--- config.mk ---
export PLATFORM = sky130hd
export DESIGN_NAME = mem_lsu_ysyx_23060136
export DESIGN_NICKNAME = d
export VERILOG_FILES = /design/src/rtl/mem_lsu_ysyx_23060136.sv
export SDC_FILE = /design/constraint.sdc
export NUM_CORES = 1
export LEC_CHECK = 0
export CORE_MARGIN = 10
export CORE_UTILIZATION = 46
export DETAILED_ROUTE_END_ITERATION = 6
export GPL_TIMING_DRIVEN = 0
export PLACE_DENSITY = 0.86
export SYNTH_ARGS = -nofsm -noshare
export SYNTH_HDL_FRONTEND = slang
export SYNTH_SLANG_ARGS = --single-unit
--- constraint.sdc ---
create_clock -name clk -period 3.1 [get_ports clk]
set_input_delay 0.775 -clock clk [delete_from_list [all_inputs] [get_ports clk]]
set_output_delay 0.775 -clock clk [all_outputs]
set_load 0.005 [all_outputs]
--- src/rtl/mem_lsu_ysyx_23060136.sv ---
// MEM-stage load/store unit: one instruction in flight, one valid/ready bus transaction per
// memory op, store byte-lane steering and load alignment/extension toward write-back.
module mem_lsu_ysyx_23060136 #(
    parameter int ADDR_W = 32,
    parameter int DATA_W = 32
) (
    input  logic                  clk,
    input  logic                  rst,
    input  logic                  MEM_i_valid,
    output logic                  MEM_o_ready,
    input  logic [ADDR_W-1:0]     MEM_i_addr,
    input  logic [DATA_W-1:0]     MEM_i_wdata,
    input  logic                  MEM_i_write_mem,
    input  logic                  MEM_i_mem_to_reg,
    input  logic                  MEM_i_mem_byte,
    input  logic                  MEM_i_mem_half,
    input  logic                  MEM_i_mem_word,
    input  logic                  MEM_i_mem_byte_u,
    input  logic                  MEM_i_mem_half_u,
    output logic                  MEM_o_valid,
    input  logic                  MEM_i_ready,
    output logic [DATA_W-1:0]     MEM_o_rdata,
    output logic                  MEM_o_misalign,
    output logic                  LSU_o_req_valid,
    input  logic                  LSU_i_req_ready,
    output logic [ADDR_W-1:0]     LSU_o_addr,
    output logic                  LSU_o_wen,
    output logic [DATA_W-1:0]     LSU_o_wdata,
    output logic [DATA_W/8-1:0]   LSU_o_wstrb,
    input  logic                  LSU_i_resp_valid,
    input  logic [DATA_W-1:0]     LSU_i_rdata
);

    localparam logic [1:0] IDLE = 2'd0;
    localparam logic [1:0] REQ  = 2'd1;
    localparam logic [1:0] WAIT = 2'd2;
    localparam logic [1:0] DONE = 2'd3;

    localparam logic [1:0] SZ_B = 2'd0;
    localparam logic [1:0] SZ_H = 2'd1;
    localparam logic [1:0] SZ_W = 2'd2;

    logic [1:0]        state;
    logic [ADDR_W-1:0] addr_p0;
    logic [DATA_W-1:0] wdata_p0;
    logic [1:0]        size_p0;
    logic              uns_p0;
    logic              wen_p0;
    logic              load_p0;
    logic [DATA_W-1:0] rdata_p1;
    logic              misalign_p1;

    logic              is_byte;
    logic              is_half;
    logic              word_sel;
    logic [1:0]        size_in;
    logic              is_mem;
    logic              misalign_in;
    logic              accept;

    function automatic logic [DATA_W-1:0] fmt_load(input logic [DATA_W-1:0] word,
                                                   input logic [1:0] off,
                                                   input logic [1:0] size,
                                                   input logic uns);
        logic [DATA_W-1:0]        s;
        logic signed [7:0]        b;
        logic signed [15:0]       h;
        logic signed [DATA_W-1:0] ext;
        s = word >> {off, 3'b000};
        b = s[7:0];
        h = s[15:0];
        ext = '0;
        case (size)
            SZ_B:    ext = uns ? $signed({{(DATA_W-8){1'b0}}, s[7:0]}) : b;
            SZ_H:    ext = uns ? $signed({{(DATA_W-16){1'b0}}, s[15:0]}) : h;
            default: ext = $signed(s);
        endcase
        return ext;
    endfunction

    function automatic logic [DATA_W/8-1:0] steer_wstrb(input logic [1:0] size,
                                                        input logic [1:0] off);
        case (size)
            SZ_B:    return 4'b0001 << off;
            SZ_H:    return 4'b0011 << off;
            default: return 4'hF;
        endcase
    endfunction

    function automatic logic [DATA_W-1:0] steer_wdata(input logic [1:0] size,
                                                      input logic [DATA_W-1:0] data);
        case (size)
            SZ_B:    return {4{data[7:0]}};
            SZ_H:    return {2{data[15:0]}};
            default: return data;
        endcase
    endfunction

    // Flags are one-hot; anything that is neither byte nor half is a word access.
    assign is_byte     = MEM_i_mem_byte | MEM_i_mem_byte_u;
    assign is_half     = MEM_i_mem_half | MEM_i_mem_half_u;
    assign word_sel    = MEM_i_mem_word | ~(is_byte | is_half);
    assign size_in     = (word_sel & ~is_byte & ~is_half) ? SZ_W : (is_byte ? SZ_B : SZ_H);
    assign is_mem      = MEM_i_write_mem | MEM_i_mem_to_reg;
    assign misalign_in = ((size_in == SZ_H) & MEM_i_addr[0]) |
                         ((size_in == SZ_W) & (MEM_i_addr[1:0] != 2'b00));

    assign MEM_o_ready = rst & ((state == IDLE) | ((state == DONE) & MEM_i_ready));
    assign accept      = MEM_i_valid & MEM_o_ready;

    always_ff @(posedge clk) begin
        if (!rst) begin
            state       <= IDLE;
            addr_p0     <= '0;
            wdata_p0    <= '0;
            size_p0     <= SZ_B;
            uns_p0      <= 1'b0;
            wen_p0      <= 1'b0;
            load_p0     <= 1'b0;
            rdata_p1    <= '0;
            misalign_p1 <= 1'b0;
        end else if (accept) begin
            // stage p0: capture the instruction; write_mem has priority over mem_to_reg
            addr_p0     <= MEM_i_addr;
            wdata_p0    <= MEM_i_wdata;
            size_p0     <= size_in;
            uns_p0      <= MEM_i_mem_byte_u | MEM_i_mem_half_u;
            wen_p0      <= MEM_i_write_mem;
            load_p0     <= MEM_i_mem_to_reg & ~MEM_i_write_mem;
            rdata_p1    <= '0;
            misalign_p1 <= is_mem & misalign_in;
            state       <= (is_mem & ~misalign_in) ? REQ : DONE;
        end else begin
            case (state)
                REQ:  if (LSU_i_req_ready) state <= WAIT;
                WAIT: if (LSU_i_resp_valid) begin
                    // stage p1: formatted result held for write-back
                    rdata_p1 <= load_p0 ? fmt_load(LSU_i_rdata, addr_p0[1:0], size_p0, uns_p0)
                                        : '0;
                    state    <= DONE;
                end
                DONE: if (MEM_i_ready) state <= IDLE;
                default: ;
            endcase
        end
    end

    assign MEM_o_valid     = (state == DONE);
    assign MEM_o_rdata     = rdata_p1;
    assign MEM_o_misalign  = misalign_p1;
    assign LSU_o_req_valid = (state == REQ);
    assign LSU_o_addr      = {addr_p0[ADDR_W-1:2], 2'b00};
    assign LSU_o_wen       = wen_p0;
    assign LSU_o_wdata     = steer_wdata(size_p0, wdata_p0);
    assign LSU_o_wstrb     = wen_p0 ? steer_wstrb(size_p0, addr_p0[1:0]) : '0;

endmodule

### Yosys cells after proc, flatten, opt, wreduce, memory -nomap -nowiden

Index checks and enable logic that the tools add are counted.
Widths: inputs -> output; s select.

* bits in registers: 104
* latch bits: 0
* RAM bits: 0
* memory bits (read-only): 0
* bits of input ports: 109
* output and inout bits: 105
* memories kept: 0

* add/sub/neg operators: 0
* multiply operators: 0
* div/mod/pow operators: 0
* magnitude comparators: 0
* equal/unequal tests: 9
* shifts and indexed selects: 3
* muxes and demuxes: 15
* bitwise gates (word level): 24
* reduce and logical (&&, ||, !) cells: 7

Operator list (number)
* $pmux 32 s2: 2
* $mux 32: 3
* $shr 32x5->32: 1
* $mux 2: 6
* $and 1x1->1: 10
* $or 1x1->1: 8
* $pmux 4 s2: 1
* $eq 2x1->1 const B: 3
* $eq 2x2->1 const B: 3
* $ne 3x1->1 const B: 2
* $not 1->1: 6
* $pmux 2 s3: 1
* $logic_not 2->1: 2
* $mux 4: 1
* $reduce_and 4->1: 1
* $reduce_bool 4->1: 1
* $shl 1x2->4 const A: 1
* $shl 2x2->4 const A: 1
* $ne 3x3->1 const B: 1
* $reduce_and 2->1: 1
* $reduce_bool 2->1: 1
* $reduce_or 2->1: 1
* $mux 1: 1

### Longest topological paths before layout

Gate-level depths: netlist (run 1).

* depth after elaboration: 14
* depth in mapped cells: 7
* depth with buffers taken out: 4

### Worst setup path before layout (run 1)

Ideal clock, no wire load.

* path kind: register to output
* start: reg size_p0[0]
* end: out LSU_o_wdata[10]
* data arrival time: 1.440 ns
* required time: 2.325 ns
* slack: 0.885 ns
* stages on the path, launching flop included: 5
* path buffers: 2
* cell sequence: dfxtp_1 -> clkbuf_1 -> nor2_1 -> clkbuf_1 -> mux2_2

* cells in the longest elaborated chain, start to end: 2
* elaborated cells on any way between the ends: 3
* classes of those cells: 1 x eq/ne; 1 x mux; 1 x reduce/logical

RTL lines
* from (decl): RTL line 46 `logic [1:0] size_p0;`
* from (signal assigned): RTL line 126 `size_p0 <= size_in;`
* $eq 2x1->1 or $logic_not 2->1 (tied branches): RTL line 92 `case (size)`
* $pmux 32 s2 *: RTL line 92
* to (decl): RTL line 28 `output logic [DATA_W-1:0] LSU_o_wdata,`

Mark *: on every way between the ends. The rest lies on a longest branch, timed or not.

### Worst setup path after layout (run 1)

* start: reg addr_p0[0]
* end: out LSU_o_wstrb[2]

* cells in the longest elaborated chain, start to end: 3
* elaborated cells on any way between the ends: 4
* classes of those cells: 2 x shift; 2 x mux

RTL lines
* from (decl): RTL line 44 `logic [ADDR_W-1:0] addr_p0;`
* from (signal assigned): RTL line 124 `addr_p0 <= MEM_i_addr;`
* $shl 2x2->4 or $shl 1x2->4 (tied branches): RTL line 85, 84
* $pmux 4 s2 *: RTL line 83 `case (size)`
* $mux 4 *: RTL line 155 `assign LSU_o_wstrb = wen_p0 ? steer_wstrb(size_p0, addr_p0[1:0]) : '0;`
* to (decl): RTL line 29 `output logic [DATA_W/8-1:0] LSU_o_wstrb,`

Marked as above.

==> flow_metrics.py, run 1 <==
metrics = {
    "status": {
        "status": "complete, no violations",
    },
    "die": {
        "ioPinCount": 214,
        "core_area_mm2": 0.0103,
        "row_count": 37,
        "die_y_um": 123,
        "design.die.area_mm2": 0.0152,
        "dieWidth_um": 123,
        "start_util": 0.474,
    },
    "clock_network": {
        "post_cts_buffers": 0,
        "cts_buffers": 9,
        "insertion_delay_ps": 360,
        "clock-root-buffer": "clkbuf_8",
        "cts.sinks": 104,
        "htree_levels": 3,
        "cts_tree": "done",
        "clk_path_buf_depth": 2,
        "postCtsHoldBufs": 0,
        "path_clk_slew_ps": 100,
    },
    "final_layout": {
        "fin_cells": 960,
        "regArea_mm2": 0.00208,
        "mostFrequentLayoutCells": "clkdlybuf4s50_1 (209), nand2_1 (150), dfxtp_1 (104)",
        "final_nets": 928,
        "fillers": 845,
        "multiInputGateArea_mm2": 0.00231,
        "syn_to_final_growth_pct": 50.1,
        "layout_commonest_cell": "clkdlybuf4s50_1",
        "layout-drive-gt1-share": 0.129,
    },
    "global_route": {
        "grt_remaining_overflow": 0,
        "grt_max_degree": 20,
        "grtUsageTotal": 0.223,
        "antenna_found_initial": 1,
        "grt_pass1_wl_um": 27100,
        "grt_pass1_vias": 5201,
    },
    "drt": {
        "drc": 0,
        "vias": 5115,
        "drtIter0Drc": 486,
        "drtPass1Iterations": 6,
        "avgRoutedWirePerCell_um": 18.3,
        "vias_per_cell": 5.33,
        "wirelength_um": 17600,
        "ant_nets": 0,
    },
    "run": {
        "maxCapViolations": 0,
    },
    "sta": {
        "relSlewSlack": 0.421,
        "rsz0062_at_grt": "false",
        "finalHoldViolCount": 0,
        "holdWs_ps": 460,
        "setup-violations-final": 0,
        "clock_skew_ps": 6.68,
        "fin_crit_ps": 3000,
        "max_freq_mhz": 334,
        "drv_slew": 0,
        "timing.final.crit_share": 0.966,
        "worstMarginPinSlew_ps": 868,
    },
    "power": {
        "max-vdd-ir-drop_mv": 0.282,
        "static-leakage-power_uw": 0.00305,
        "cellPowerDensity_mw_per_mm2": 444,
    },
    "yosys": {
        "ys_seq_area_frac": 0.425,
        "synth_top_area_cell": "dfxtp_1",
        "synth_cells": 601,
        "synth_area_leaders": "dfxtp_1 (43%), nand2_1 (12%), nand3_1 (6.9%)",
        "avgSynthCellArea_um2": 8.14,
        "yosys_warnings": 0,
        "synth_cell_types": 43,
        "ys.flop_type": "dfxtp_1",
        "synth_seq_cells": 104,
        "async_reset_ff_frac": 0,
        "netlist_area_mm2": 0.00489,
        "synth_edf_count": 0,
        "synth_top_area_frac": 0.425,
    },
    "critical_path": {
        "critPathMaxStageDelay_ps": 450,
        "arrival_ps": 2220,
        "path_cells": "clkbuf_1, clkbuf_2, clkbuf_4, a21oi_1, o21a_1, clkdlybuf4s50_1",
        "required_ps": 2320,
        "crit_fanout": 10,
        "slowest_stage": "clkdlybuf4s50_1",
        "regToRegSetupSlack_ps": 940,
        "startpoint_type": "register",
        "endpoint_kind": "output port",
        "path_class": "reg -> out",
    },
    "place": {
        "portBuffers": 209,
        "placed_cells": 947,
        "dpl.hpwl_um": 14000,
        "gp_congestion": 0.902,
    },
    "min_path": {
        "holdCritPathClass": "reg -> reg",
    },
}
-- repair_timing --
item	4_1_cts	5_1_grt
pin swaps	0	0
setup endpoints to repair	18	17
gates resized for setup	7	5
-- through the flow --
step	setup slack (ps)	power [uW]	cell area, um2	util	setup TNS (ps)
floorplan	885	1990	4900	-	0
global route	4.70	3430	7350	0.712	0
global placement	66.9	2480	7160	0.693	0
detailed placement	-2.17	2510	7160	0.693	-2.17
finish	105	3260	7350	0.712	0
CTS	19.1	3280	7330	0.710	0
-- state kept, by name (all words and copies together) (netlist names) --
| signal | count |
|---|---|
| size_p0 | 2 |
| uns_p0 | 1 |
| MEM_o_rdata | 32 |
| LSU_o_wen | 1 |
| wdata_p0 | 32 |
| load_p0 | 1 |
| state | 2 |
| addr_p0 | 32 |
| MEM_o_misalign | 1 |
-- cells in the mapped netlist, types with 2 or more instances --
master / instances
dfxtp_1: 104
buf_4: 40
buf_2: 14
o31ai_2: 2
nor2_1: 18
nand2_1: 150
nor3_1: 2
clkbuf_1: 23
a31oi_1: 2
mux2i_1: 16
a22oi_1: 16
a22o_1: 8
a21oi_1: 12
o2bb2ai_1: 2
buf_1: 8
a211o_1: 7
nand3_1: 67
o21a_1: 4
and3_1: 2
mux2_2: 25
a32oi_1: 8
nand3b_1: 2
nor2b_1: 11
o21ai_0: 37
inv_1: 3
-- area by class of cell --
| class | count | share of cell area |
|---|---|---|
| multi-input combinational | 409 | 0.315 |
| clock buffer | 11 | 0.0192 |
| timing repair buffer | 209 | 0.285 |
| inverter | 3 | 0.00153 |
| tap | 136 | 0.0232 |
| antenna | 1 | 0.000341 |
| buffer | 83 | 0.0685 |
| clock inverter | 4 | 0.00409 |
| sequential | 104 | 0.283 |
-- cell families (layout without fill, tap and decap cells) --
family                    count (synthesis)  in the layout  synth area share
buffers and inverters                    89            310             0.104
other                                     1              3          0.000766
and+or+nand+nor                         262            262             0.235
DFF                                     104            104             0.425
muxes                                    41             41            0.0903
AOI/OAI and AO/OA                       103            103             0.142
xor gates and xnor gates                  1              1           0.00179
-- power breakdown --
part           switching (uW)  internal, uW  leakage, uW
Combinational             413           540      0.00212
Clock                     463           314    0.0000858
Sequential               81.0          1450     0.000850
-- layer usage --
layer / routed length (um) / track usage
met2: 8330 / 0.375
met5: 0 / 0
met4: 755 / 0.108
met3: 1730 / 0.0593
met1: 6780 / 0.258
-- path summary, 6_finish.rpt --
| kind | from | to | cells after the start |
|---|---|---|---|
| worst min-delay path | addr_p0[16]$_SDFFE_PN0P_ | addr_p0[16]$_SDFFE_PN0P_ | 2 |
| worst max register to register | addr_p0[1]$_SDFFE_PN0P_ | MEM_o_rdata[28]$_SDFFE_PP0P_ | 6 |
| worst min register to register | addr_p0[16]$_SDFFE_PN0P_ | addr_p0[16]$_SDFFE_PN0P_ | 2 |
| worst max-delay path | addr_p0[0]$_SDFFE_PN0P_ | LSU_o_wstrb[2] | 6 |
-- critical path: cells and delay by family, from the launching register on --
kind,cells,cell delay (ps)
buffers and inverters,4,1250
DFF,1,330
AOI/OAI and AO/OA,2,280
(Power assumes the default switching activity.)
==> run 2: changes to the inputs <==
- CELL_PAD_IN_SITES_DETAIL_PLACEMENT: not set -> 1
- CELL_PAD_IN_SITES_GLOBAL_PLACEMENT: not set -> 2
- CORE_UTILIZATION: 46 -> 25
- PLACE_DENSITY: 0.86 -> 0.85
==> run 2 against run 1 <==
  * Register-to-register slack worse by 110 ps
  * Largest cell class unchanged
  * Combinational power up 1%
  * Clock skew up 0.69 ps
  * Global-route usage down 7.4 points
  * Clock power up 52%
  * Critical path depth down 1
  * Non-clock buffer count down 1
  * Utilization down 32 points
==> flow_metrics.py, run 2 (synthesized netlist as in run 1, its figures left out) <==
metrics = {
    "status": {
        "status": "complete, no violations",
    },
    "final_layout": {
        "design_area_mm2": 0.00764,
        "layout_commonest_cell": "clkdlybuf4s50_1",
        "mostFrequentLayoutCells": "clkdlybuf4s50_1 (209), nand2_1 (150), dfxtp_1 (104)",
        "final_nets": 927,
        "fillers": 2296,
        "layout-drive-gt1-share": 0.130,
        "syn_to_final_growth_pct": 56.1,
    },
    "die": {
        "die_y_um": 160,
        "ioPinCount": 214,
        "start_util": 0.253,
        "core_area_mm2": 0.0193,
        "dieWidth_um": 160,
        "row_count": 51,
        "design.die.area_mm2": 0.0256,
    },
    "place": {
        "dp_slack_ps": -85.4,
        "dpl.hpwl_um": 15500,
        "gp_congestion": 0.820,
        "portBuffers": 209,
        "placed_area_mm2": 0.00732,
    },
    "global_route": {
        "grtUsageMet2": 0.241,
        "gr-usage-met3": 0.0735,
        "grt_remaining_overflow": 0,
        "antenna_found_initial": 4,
        "grt_max_degree": 20,
        "busiest_layer": "met2",
        "grt_pass1_wl_um": 29900,
        "grt_pass1_vias": 5037,
        "grtUsageTotal": 0.149,
        "grt_use_met1": 0.174,
    },
    "clock_network": {
        "cts_tree": "done",
        "post_cts_buffers": 0,
        "cts.sinks": 104,
        "cts_resized": 10,
        "insertion_delay_ps": 360,
        "cts_buffers": 9,
        "clk_path_buf_depth": 2,
        "clock-root-buffer": "clkbuf_16",
        "postCtsHoldBufs": 0,
        "htree_levels": 3,
        "path_clk_slew_ps": 70,
    },
    "sta": {
        "setup-violations-final": 0,
        "fin_crit_ps": 2930,
        "finalHoldViolCount": 0,
        "timing.final.crit_share": 0.945,
        "relSlewSlack": 0.380,
        "holdWs_ps": 455,
        "clock_skew_ps": 7.37,
        "final.setup.worst_slack_ps": 170,
        "drv_slew": 0,
        "max_freq_mhz": 341,
        "worstMarginPinSlew_ps": 925,
    },
    "min_path": {
        "holdCritPathClass": "reg -> reg",
    },
    "drt": {
        "drtIter0Drc": 222,
        "wirelength_um": 19900,
        "vias": 5025,
        "ant_nets": 0,
        "drc": 0,
        "vias_per_cell": 4.61,
        "avgRoutedWirePerCell_um": 18.3,
        "drtPass1Iterations": 4,
    },
    "power": {
        "power_uw": 3670,
        "max-vdd-ir-drop_mv": 0.309,
        "static-leakage-power_uw": 0.00311,
        "cellPowerDensity_mw_per_mm2": 481,
    },
    "run": {
        "maxCapViolations": 0,
    },
    "critical_path": {
        "path_class": "reg -> out",
        "arrival_ps": 2150,
        "startpoint_type": "register",
        "required_ps": 2320,
        "crit_fanout": 10,
        "endpoint_kind": "output port",
    },
}
[run 2: final cells by class]
class,count,area (um2),share of cell area
Antenna cell,2,5.00,0.000655
Clock inverter,5,56.3,0.00737
Timing Repair Buffer,209,2090,0.274
Multi-Input combinational cell,409,2310,0.303
Inverter,3,11.3,0.00147
Tap cell,265,332,0.0434
Clock buffer,11,243,0.0318
Buffer,82,504,0.0660
Sequential cell,104,2080,0.273
[run 2: metrics by stage]
stage | util | instances | TNS (ps)
floorplan | - | 602 | 0
global placement | 0.379 | 1076 | -245
detailed placement | 0.379 | 1076 | -249
CTS | 0.395 | 1089 | 0
global route | 0.395 | 1088 | -3.85
finish | 0.395 | 1090 | 0
[run 2: layer usage]
layer  up-vias  share of wire
li1       2459              -
met1      2378           0.43
met2       165           0.46
met3        21          0.095
met4         2          0.013
met5         -        0.00065
[run 2: critical path, cell delays in order (launching register included)]
cell and delay [ps]:
dfxtp_1 300, clkbuf_1 160, nor2_4 230, buf_4 250, mux2_2 360, clkdlybuf4s50_1 490
[run 2: worst paths after layout]
| kind | start | cells after the start | to | slack, ps |
|---|---|---|---|---|
| hold / removal | addr_p0[23]$_SDFFE_PN0P_ | 2 | addr_p0[23]$_SDFFE_PN0P_ | 460 |
| hold reg to reg | addr_p0[23]$_SDFFE_PN0P_ | 2 | addr_p0[23]$_SDFFE_PN0P_ | 460 |
| setup / recovery | size_p0[0]$_SDFFE_PN0P_ | 5 | LSU_o_wdata[9] | 170 |
| setup reg to reg | addr_p0[1]$_SDFFE_PN0P_ | 6 | MEM_o_rdata[23]$_SDFFE_PP0P_ | 830 |
[run 2: power by group]
| part | switching, uW | internal, uW |
|---|---|---|
| registers | 81.3 | 1450 |
| clock network | 531 | 648 |
| logic | 423 | 541 |
